`config.mk`:
```
export PLATFORM = sky130hd
export DESIGN_NAME = inv_sub_column_flat
export DESIGN_NICKNAME = d
export VERILOG_FILES = /design/src/rtl/inv_sub_column_if.sv /design/src/rtl/inv_sub_column.sv /design/src/flat_wrapper.sv
export SDC_FILE = /design/constraint.sdc
export NUM_CORES = 1
export LEC_CHECK = 0
export ABC_AREA = 0
export CAP_MARGIN = 30
export CORE_MARGIN = 2
export CORE_UTILIZATION = 43
export CTS_CLUSTER_DIAMETER = 50
export DETAILED_ROUTE_END_ITERATION = 10
export PLACE_DENSITY_LB_ADDON = 0.08
export SLEW_MARGIN = 25
export SYNTH_ARGS = -nofsm -noshare
export SYNTH_HDL_FRONTEND = slang
export SYNTH_SLANG_ARGS = --single-unit
export TNS_END_PERCENT = 20
```
`constraint.sdc`:
```
create_clock -name clk -period 2.7 [get_ports clk]
set_input_delay 0.81 -clock clk [delete_from_list [all_inputs] [get_ports clk]]
set_output_delay 0.81 -clock clk [all_outputs]
set_load 0.02 [all_outputs]
```
`src/rtl/inv_sub_column_if.sv`:
```
// inv_sub_column_if
//   Handshake bundle for the inverse SubColumn layer.
//   Ports (signals):
//     in_valid  : producer -> block, data_in is valid
//     in_ready  : block -> producer, block can accept a state
//     data_in   : producer -> block, 64-bit state, row r at [16r+15:16r]
//     out_valid : block -> consumer, data_out holds a finished result
//     out_ready : consumer -> block, result accepted
//     data_out  : block -> consumer, substituted state
//   Modports: slave (the block), master (the environment driving it).
interface inv_sub_column_if;
  logic        in_valid;
  logic        in_ready;
  logic [63:0] data_in;
  logic        out_valid;
  logic        out_ready;
  logic [63:0] data_out;

  modport slave (
    input  in_valid, data_in, out_ready,
    output in_ready, out_valid, data_out
  );

  modport master (
    output in_valid, data_in, out_ready,
    input  in_ready, out_valid, data_out
  );
endinterface

```
`src/rtl/inv_sub_column.sv`:
```
// inv_sub_column
//   Sequential inverse RECTANGLE SubColumn layer. Loads a 64-bit state and
//   applies the inverse S-box to COLS_PER_CYCLE of the 16 columns per clock,
//   in place, then presents the result until the consumer takes it.
//   Column j is {row3[j], row2[j], row1[j], row0[j]}, row r = state[16r+15:16r].
//   Ports:
//     clk    : clock, rising edge
//     rst    : asynchronous active-high reset
//     sub_if : handshake bundle (slave modport)
//   Parameter COLS_PER_CYCLE: 1, 2, 4, 8 or 16; latency is 16/COLS_PER_CYCLE.
module inv_sub_column #(
  parameter int COLS_PER_CYCLE = 4
) (
  input  logic            clk,
  input  logic            rst,
  inv_sub_column_if.slave sub_if
);

  localparam int NCYC = 16 / COLS_PER_CYCLE;
  localparam int GW   = (NCYC > 1) ? $clog2(NCYC) : 1;
  localparam logic [GW-1:0] GRP_LAST = GW'(NCYC - 1);

  typedef enum logic [1:0] {IDLE, BUSY, DONE} state_t;

  state_t        state_q, state_d;
  logic [GW-1:0] grp_q, grp_d;
  logic [63:0]   work_q, work_d;

  logic [3:0]    slot_nib [COLS_PER_CYCLE];
  logic [3:0]    col_next [16];
  logic [63:0]   work_sub;

  function automatic logic [3:0] inv_sbox(input logic [3:0] x);
    case (x)
      4'h0: inv_sbox = 4'h9;  4'h1: inv_sbox = 4'h4;
      4'h2: inv_sbox = 4'hF;  4'h3: inv_sbox = 4'hA;
      4'h4: inv_sbox = 4'hE;  4'h5: inv_sbox = 4'h1;
      4'h6: inv_sbox = 4'h0;  4'h7: inv_sbox = 4'h6;
      4'h8: inv_sbox = 4'hC;  4'h9: inv_sbox = 4'h7;
      4'hA: inv_sbox = 4'h3;  4'hB: inv_sbox = 4'h8;
      4'hC: inv_sbox = 4'h2;  4'hD: inv_sbox = 4'hB;
      4'hE: inv_sbox = 4'h5;  default: inv_sbox = 4'hD;
    endcase
  endfunction

  // One S-box per slot; slot gi serves column grp*COLS_PER_CYCLE+gi, so only
  // COLS_PER_CYCLE S-boxes exist and each is fed through a column mux.
  genvar gi;
  generate
    for (gi = 0; gi < COLS_PER_CYCLE; gi++) begin : g_slot
      logic [5:0] cidx;
      assign cidx = {2'b00, 4'(int'(grp_q) * COLS_PER_CYCLE + gi)};
      assign slot_nib[gi] = inv_sbox({work_q[cidx + 6'd48], work_q[cidx + 6'd32],
                                      work_q[cidx + 6'd16], work_q[cidx]});
    end

    // Each column takes its slot's result only while its group is active.
    for (gi = 0; gi < 16; gi++) begin : g_col
      localparam int SLOT = gi % COLS_PER_CYCLE;
      localparam int GRP  = gi / COLS_PER_CYCLE;
      assign col_next[gi] = (grp_q == GW'(GRP)) ? slot_nib[SLOT]
                          : {work_q[48+gi], work_q[32+gi], work_q[16+gi], work_q[gi]};
      assign work_sub[gi]    = col_next[gi][0];
      assign work_sub[16+gi] = col_next[gi][1];
      assign work_sub[32+gi] = col_next[gi][2];
      assign work_sub[48+gi] = col_next[gi][3];
    end
  endgenerate

  always_ff @(posedge clk or posedge rst) begin
    if (rst) begin
      state_q <= IDLE;
      grp_q   <= '0;
      work_q  <= '0;
    end else begin
      state_q <= state_d;
      grp_q   <= grp_d;
      work_q  <= work_d;
    end
  end

  always_comb begin
    state_d = state_q;
    grp_d   = grp_q;
    work_d  = work_q;
    case (state_q)
      IDLE: begin
        if (sub_if.in_valid) begin
          work_d  = sub_if.data_in;
          grp_d   = '0;
          state_d = BUSY;
        end
      end
      BUSY: begin
        work_d = work_sub;
        if (grp_q == GRP_LAST) state_d = DONE;
        else                   grp_d   = grp_q + 1'b1;
      end
      DONE: begin
        if (sub_if.out_ready) state_d = IDLE;
      end
      default: state_d = IDLE;
    endcase
  end

  // Outputs decode registered state only.
  assign sub_if.in_ready  = (state_q == IDLE);
  assign sub_if.out_valid = (state_q == DONE);
  assign sub_if.data_out  = work_q;

endmodule

```
`src/flat_wrapper.sv`:
```
// flat-port wrapper written by rule: the top's interface ports become plain ports
module inv_sub_column_flat 
#(
  parameter int COLS_PER_CYCLE = 4
)
  (clk, rst, sub_if_in_valid, sub_if_data_in, sub_if_out_ready, sub_if_in_ready, sub_if_out_valid, sub_if_data_out);
  inv_sub_column_if sub_if_i ();
  input  logic clk;
  input  logic rst;
  input wire logic [$bits(sub_if_i.in_valid)-1:0] sub_if_in_valid;
  input wire logic [$bits(sub_if_i.data_in)-1:0] sub_if_data_in;
  input wire logic [$bits(sub_if_i.out_ready)-1:0] sub_if_out_ready;
  output wire logic [$bits(sub_if_i.in_ready)-1:0] sub_if_in_ready;
  output wire logic [$bits(sub_if_i.out_valid)-1:0] sub_if_out_valid;
  output wire logic [$bits(sub_if_i.data_out)-1:0] sub_if_data_out;
  assign sub_if_i.in_valid = sub_if_in_valid;
  assign sub_if_i.data_in = sub_if_data_in;
  assign sub_if_i.out_ready = sub_if_out_ready;
  assign sub_if_in_ready = sub_if_i.in_ready;
  assign sub_if_out_valid = sub_if_i.out_valid;
  assign sub_if_data_out = sub_if_i.data_out;
  inv_sub_column #(.COLS_PER_CYCLE(COLS_PER_CYCLE)) u_core (.clk(clk), .rst(rst), .sub_if(sub_if_i));
endmodule
```
== Word-level counts from Yosys, hierarchy flattened ==
Memories as Yosys holds them, arrays and structs flattened.
Index checks and enable logic that the tools add are counted.

* Equality and inequality tests: 12
* Reductions and logical operators: 9
* Muxes and demuxes: 57
* Add/subtract/negate cells: 16
* $lt $le $gt $ge: 16

{| class="wikitable"
|+ Operators with widths
! operator !! number
|-
| $pmux 64 s2 || 1
|-
| $lt 6x7->1 const B || 12
|-
| $bmux 1 s6 || 12
|-
| $mux 4 || 16
|-
| $mux 64 || 1
|-
| $lt 4x7->1 const B || 4
|-
| $add 4x5->6 const B || 4
|-
| $add 4x6->6 const B || 4
|-
| $add 5x5->6 const B || 4
|-
| $reduce_and 3->1 || 6
|-
| $mux 1 || 16
|-
| $bmux 1 s4 || 3
|-
| $mux 2 || 5
|-
| $add 4x2->4 const B || 2
|-
| $ne 2x1->1 const B || 4
|-
| $eq 2x2->1 const B || 3
|-
| $ne 2x2->1 const B || 3
|-
| $pmux 2 s3 || 1
|-
| $add 4x1->4 const B || 1
|-
| $eq 2x1->1 const B || 2
|-
| $logic_not 2->1 || 2
|-
| $pmux 2 s2 || 1
|-
| $add 2x1->2 const B || 1
|-
| $bmux 1 s2 || 1
|-
| $reduce_bool 2->1 || 1
|}

* Output and inout port bits: 66
* Memories kept: 4
* Logic and storage cells: 120
* Bits in registers: 68
* Bits in read-only memories: 256
* Input bits: 68

{| class="wikitable"
|+ Memories
! memory !! words !! bits a word !! read ports !! clocked after Yosys merged registers in !! wr ports !! line !! text
|-
| (no name shown) || 16 || 4 || 1 || 0 || 0 || inv_sub_column.sv:34 || <nowiki>case (x)</nowiki>
|-
| (no name shown) || 16 || 4 || 1 || 0 || 0 || inv_sub_column.sv:34 ||
|-
| (no name shown) || 16 || 4 || 1 || 0 || 0 || inv_sub_column.sv:34 ||
|-
| (no name shown) || 16 || 4 || 1 || 0 || 0 || inv_sub_column.sv:34 ||
|}

== Logic depth before layout (Yosys ltp) ==
An unclocked memory read counts as a cell.

* Depth after elaboration: 7
* Gate-level depth with buffers: 9
* Gate-level depth less buffers: 7

== Worst setup path before layout ==
Ideal clock, no wire load.

* Path type: register to register
* Start point: reg u_core.grp_q[0]
* End point: reg u_core.work_q[63] (netlist: u_core.sub_if.data_out[63])
* Data required time: 2576 ps
* Clock period less this slack: 2629 ps
* Cell stages (with the launch flop): 10
* Buffers on the path: 2
* Slack: 71 ps
* Arrival: 2505 ps
* Setup time: 124 ps
* Path through: dfrtp_1 buf_6 buf_2 mux4_2 inv_1 ha_1 inv_1 mux4_2 a221oi_2 nor2_1

* Longest elaborated chain between the ends: 7
* Elaborated cells on any way between the ends: 18
* Classes of those cells: 4 x add/sub; 2 x eq/ne; 10 x mux; 1 x reduce/logical; 1 x memory

{| class="wikitable"
|+ Ends and longest elaborated chain
! what !! line !! text
|-
| start, declared || inv_sub_column.sv:26 || <nowiki>logic [GW-1:0] grp_q, grp_d;</nowiki>
|-
| start signal, assigned || inv_sub_column.sv:77 || <nowiki>grp_q <= grp_d;</nowiki>
|-
| $add 4x2->4 || inv_sub_column.sv:52 || <nowiki>assign cidx = {2'b00, 4'(int'(grp_q) * COLS_PER_CYCLE + gi)};</nowiki>
|-
| $add 4x6->6, or another cell as far along || inv_sub_column.sv:53 || <nowiki>assign slot_nib[gi] = inv_sbox({work_q[cidx + 6'd48], work_q[cidx + 6'd32],</nowiki>
|-
| $bmux 1 s6, on equally long branches || inv_sub_column.sv:53, inv_sub_column.sv:54 ||
|-
| $mux 1, on equally long branches || inv_sub_column.sv:53, inv_sub_column.sv:54 ||
|-
| $mem_v2 16x4 || -- ||
|-
| $mux 4 || inv_sub_column.sv:61 || <nowiki>assign col_next[gi] = (grp_q == GW'(GRP)) ? slot_nib[SLOT]</nowiki>
|-
| $pmux 64 s2 || inv_sub_column.sv:86 || <nowiki>case (state_q)</nowiki>
|-
| end signal, assigned || inv_sub_column.sv:78 || <nowiki>work_q <= work_d;</nowiki>
|-
| end, declared || inv_sub_column.sv:27 || <nowiki>logic [63:0] work_q, work_d;</nowiki>
|}

Parallel ways exist; a longest one is shown, timed or not. The select of a mux whose other input is x is not followed.
A chain may end at the register's enable or synchronous reset.

== Final worst setup path ==
* Start point: reg u_core.grp_q[0]
* End point: reg u_core.work_q[55] (netlist: u_core.sub_if.data_out[55])

Same word-level chain as after synthesis.

==> impl_results.md <==
- CTS tree: done
- IO buf count: 133
- FF+latch count, synth: 68
- Crit end category: flop
- Drt first pass iters: 5
- Drt total wl: 15060 um
- RR Endpoint: u_core.sub_if.data_out[55]
- Outcome: completed
- CP arrival: ~2.8 ns
- Clock Sinks: 68
- Worst R2R Start: u_core.grp_q[0]
- Postcts setup bufs: 0
- DR top layer: met4
- Met2 WL: about 7200 um
- Net Count, Synth: 544
- Top post-synthesis cells by area: dfrtp_1 40%, mux4_2 8.9%, a21oi_1 7.0%
- Post-synth top cells: 68 x dfrtp_1, 60 x a21oi_1, 47 x nor2_1
- Vias in the first global route: 4403
- Fin. Hold Viols: 0
- Die Area: 0.01083 mm^2
- WHS Path Cells: 2
- Post-Synthesis Cell Area: 0.004305 mm^2
- Clk_lat worst skew: about 0.35 ns
- Worst Hold End: u_core.sub_if.data_out[2]
- Fillers: 854
- Chip width: 104.1 um
- Average size of a mapped cell: 9.525 um^2
- N_diodes: 0
- Highest clock rate: around 390 MHz
- CTS Buffer Depth: 2
- Worst slew pin tran: about 0.83 ns
- Overall global routing resource usage: approximately 28%
- Vias per cell: 5.857
- Post-route ant nets: 0
- Top-count cell post-synth: dfrtp_1
- Final Cycle Share: 94.93%
- Detail Placement HPWL: 10490 um
- WP data required: roughly 3 ns
- Minimum clock period: about 2.6 ns
- R2R setup slack: 0.14 ns
- CP max FO: 13
- Synth top area share: 39.52%
- Post-synth ARST share: 100.0%
- # IOs: 134
- Layout cells sized above 1: 10.94%
- Initial antenna violation count: 0
- Register clock-pin slew on the reported worst setup and hold paths: 0.08 ns
- Post-synth EDFFs: 0
- Initial Utilization: 44.25%
- Clk_skew: around 0.0085 ns
- Area leader, netlist: dfrtp_1
- DRC viols: 0
- Area of the core: approximately 0.0097 mm^2
- Largest net degree at the start of global routing: 25
- Cell Rows: 36
- Syn Inst Count: 452
- Critical path launch point type: flop
- Met3 wire len: 1226 um
- Commonest register cell after synthesis: dfrtp_1
- DIE HEIGHT: 104.1 um
- Setup TNS: 0 ns
- CTS buffer count: 9
- Hold crit path type: flop to flop
- Root Driver: clkbuf_8
- RSZ-0062 raised after global routing: no
- Sequential share of the synthesized area: 39.52%
- Final global-route overflow total: 0
- RePlAce Congestion: 0.8557
- # setup viols final: 0
- Ys Warns: 0
- Syn-to-layout area delta: 40.86%
- Hold Path Origin: u_core.sub_if.data_out[2]
- Slew headroom: 44.66%
- # H-tree levels: 3
- Met1 WL: 6129 um
- MaxCap Viol Count: 0
- Slew Viols, Final: 0
- First-pass GRT wire length: 23770 um
- Per-cell routed wire length: 20.72 um
- CP Class: flop to flop
- Netlist cell types: 33
- Vias post-DR: 4258
- NumNets Final: 682
- Initial DRC Count: 230
- R2R cell count: 8
[logic make-up (layout without fill, tap and decap cells)]
kind of cell	count (synthesis)	after routing	share of synthesized area, %
compound gates	130	130	17.93
xor+xnor	4	4	0.8136
fa+ha+maj	24	24	6.975
buf+inv	53	195	5.115
flops	68	68	39.52
mux	40	40	15.84
simple gates	133	133	13.80
[cell type report]
class	count	area, um^2	share of cell area, %
tap	133	166.4	2.744
multi-input combinational	331	2386	39.34
clock inverter	5	52.55	0.8665
clock buffer	10	137.6	2.269
timing repair buffer	156	1529	25.21
sequential	68	1703	28.08
inverter	24	90.09	1.485
[how the worst max path moves through the flow]
| stage | startpoint | end | slack, ns | depth (start not counted) |
|---|---|---|---|---|
| after floorplan | u_core.grp_q[0] | u_core.sub_if.data_out[63] | 0.07 | 9 |
| after global placement | sub_if_in_valid | u_core.sub_if.data_out[28] | 0.11 | 5 |
| final | u_core.grp_q[0] | u_core.sub_if.data_out[55] | 0.14 | 8 |
| after CTS | u_core.grp_q[1] | u_core.sub_if.data_out[46] | 0.1 | 7 |
| after detailed placement | sub_if_in_valid | u_core.sub_if.data_out[14] | 0.10 | 5 |
| after global routing | u_core.grp_q[0] | u_core.sub_if.data_out[32] | 0.02 | 8 |
[what timing repair did]
item	4_1_cts	5_1_grt
hold buffers	0	0
hold endpoints to repair	0	0
gates resized for setup	0	1
endpoints found under the setup margin	0	18
[routing by layer]
layer,GRT usage [%],up-vias
li1,-,1903
met1,37.07,2063
met2,44.50,247
met3,5.764,45
met4,13.42,0
met5,0,-
[worst max-delay path, stage by stage, from the launching register on]
cell and delay, ns:
dfrtp_1 0.39, buf_12 0.19, mux4_2 0.61, inv_1 0.17
ha_1 0.18, inv_1 0.08, mux4_2 0.50, nor2_1 0.20
o21ai_0 0.13
[layout by cell type, fill, tap and decap left out, types with 6 or more instances in the layout]
cell,netlist,final
a31oi_1,12,12
mux4_2,17,17
dfrtp_1,68,67
nor2_1,47,47
buf_4,0,21
o211ai_1,16,16
o2111ai_1,6,6
a21oi_1,60,60
nand3_1,22,22
ha_1,24,24
clkbuf_8,0,10
nand2_1,46,46
clkdlybuf4s50_1,0,133
mux2i_1,16,16
inv_1,24,23
o21ai_0,22,22
[per-stage QoR]
step / utilization, % / hold slack (ns) / setup slack [ns] / area [um^2] / std cells
2_1_floorplan: - / 0.6009 / 0.07122 / 4305 / 452
4_1_cts: 62.32 / 0.5178 / 0.09612 / 6063 / 727
6_report: 62.33 / 0.5256 / 0.1369 / 6065 / 727
3_3_place_gp: 60.37 / 0.4990 / 0.1104 / 5873 / 712
3_5_place_dp: 60.37 / 0.5008 / 0.1043 / 5873 / 712
5_1_grt: 62.33 / 0.5421 / 0.02302 / 6065 / 727
[sequential cells by signal, summed over array words and instances, names as in the netlist]
| name | count |
|---|---|
| u_core.state_q | 2 |
| u_core.grp_q | 2 |
| u_core.sub_if.data_out | 64 |
Power is not shown: default switching activity piles up to over one toggle a cycle in this logic, so the estimate is an artifact.
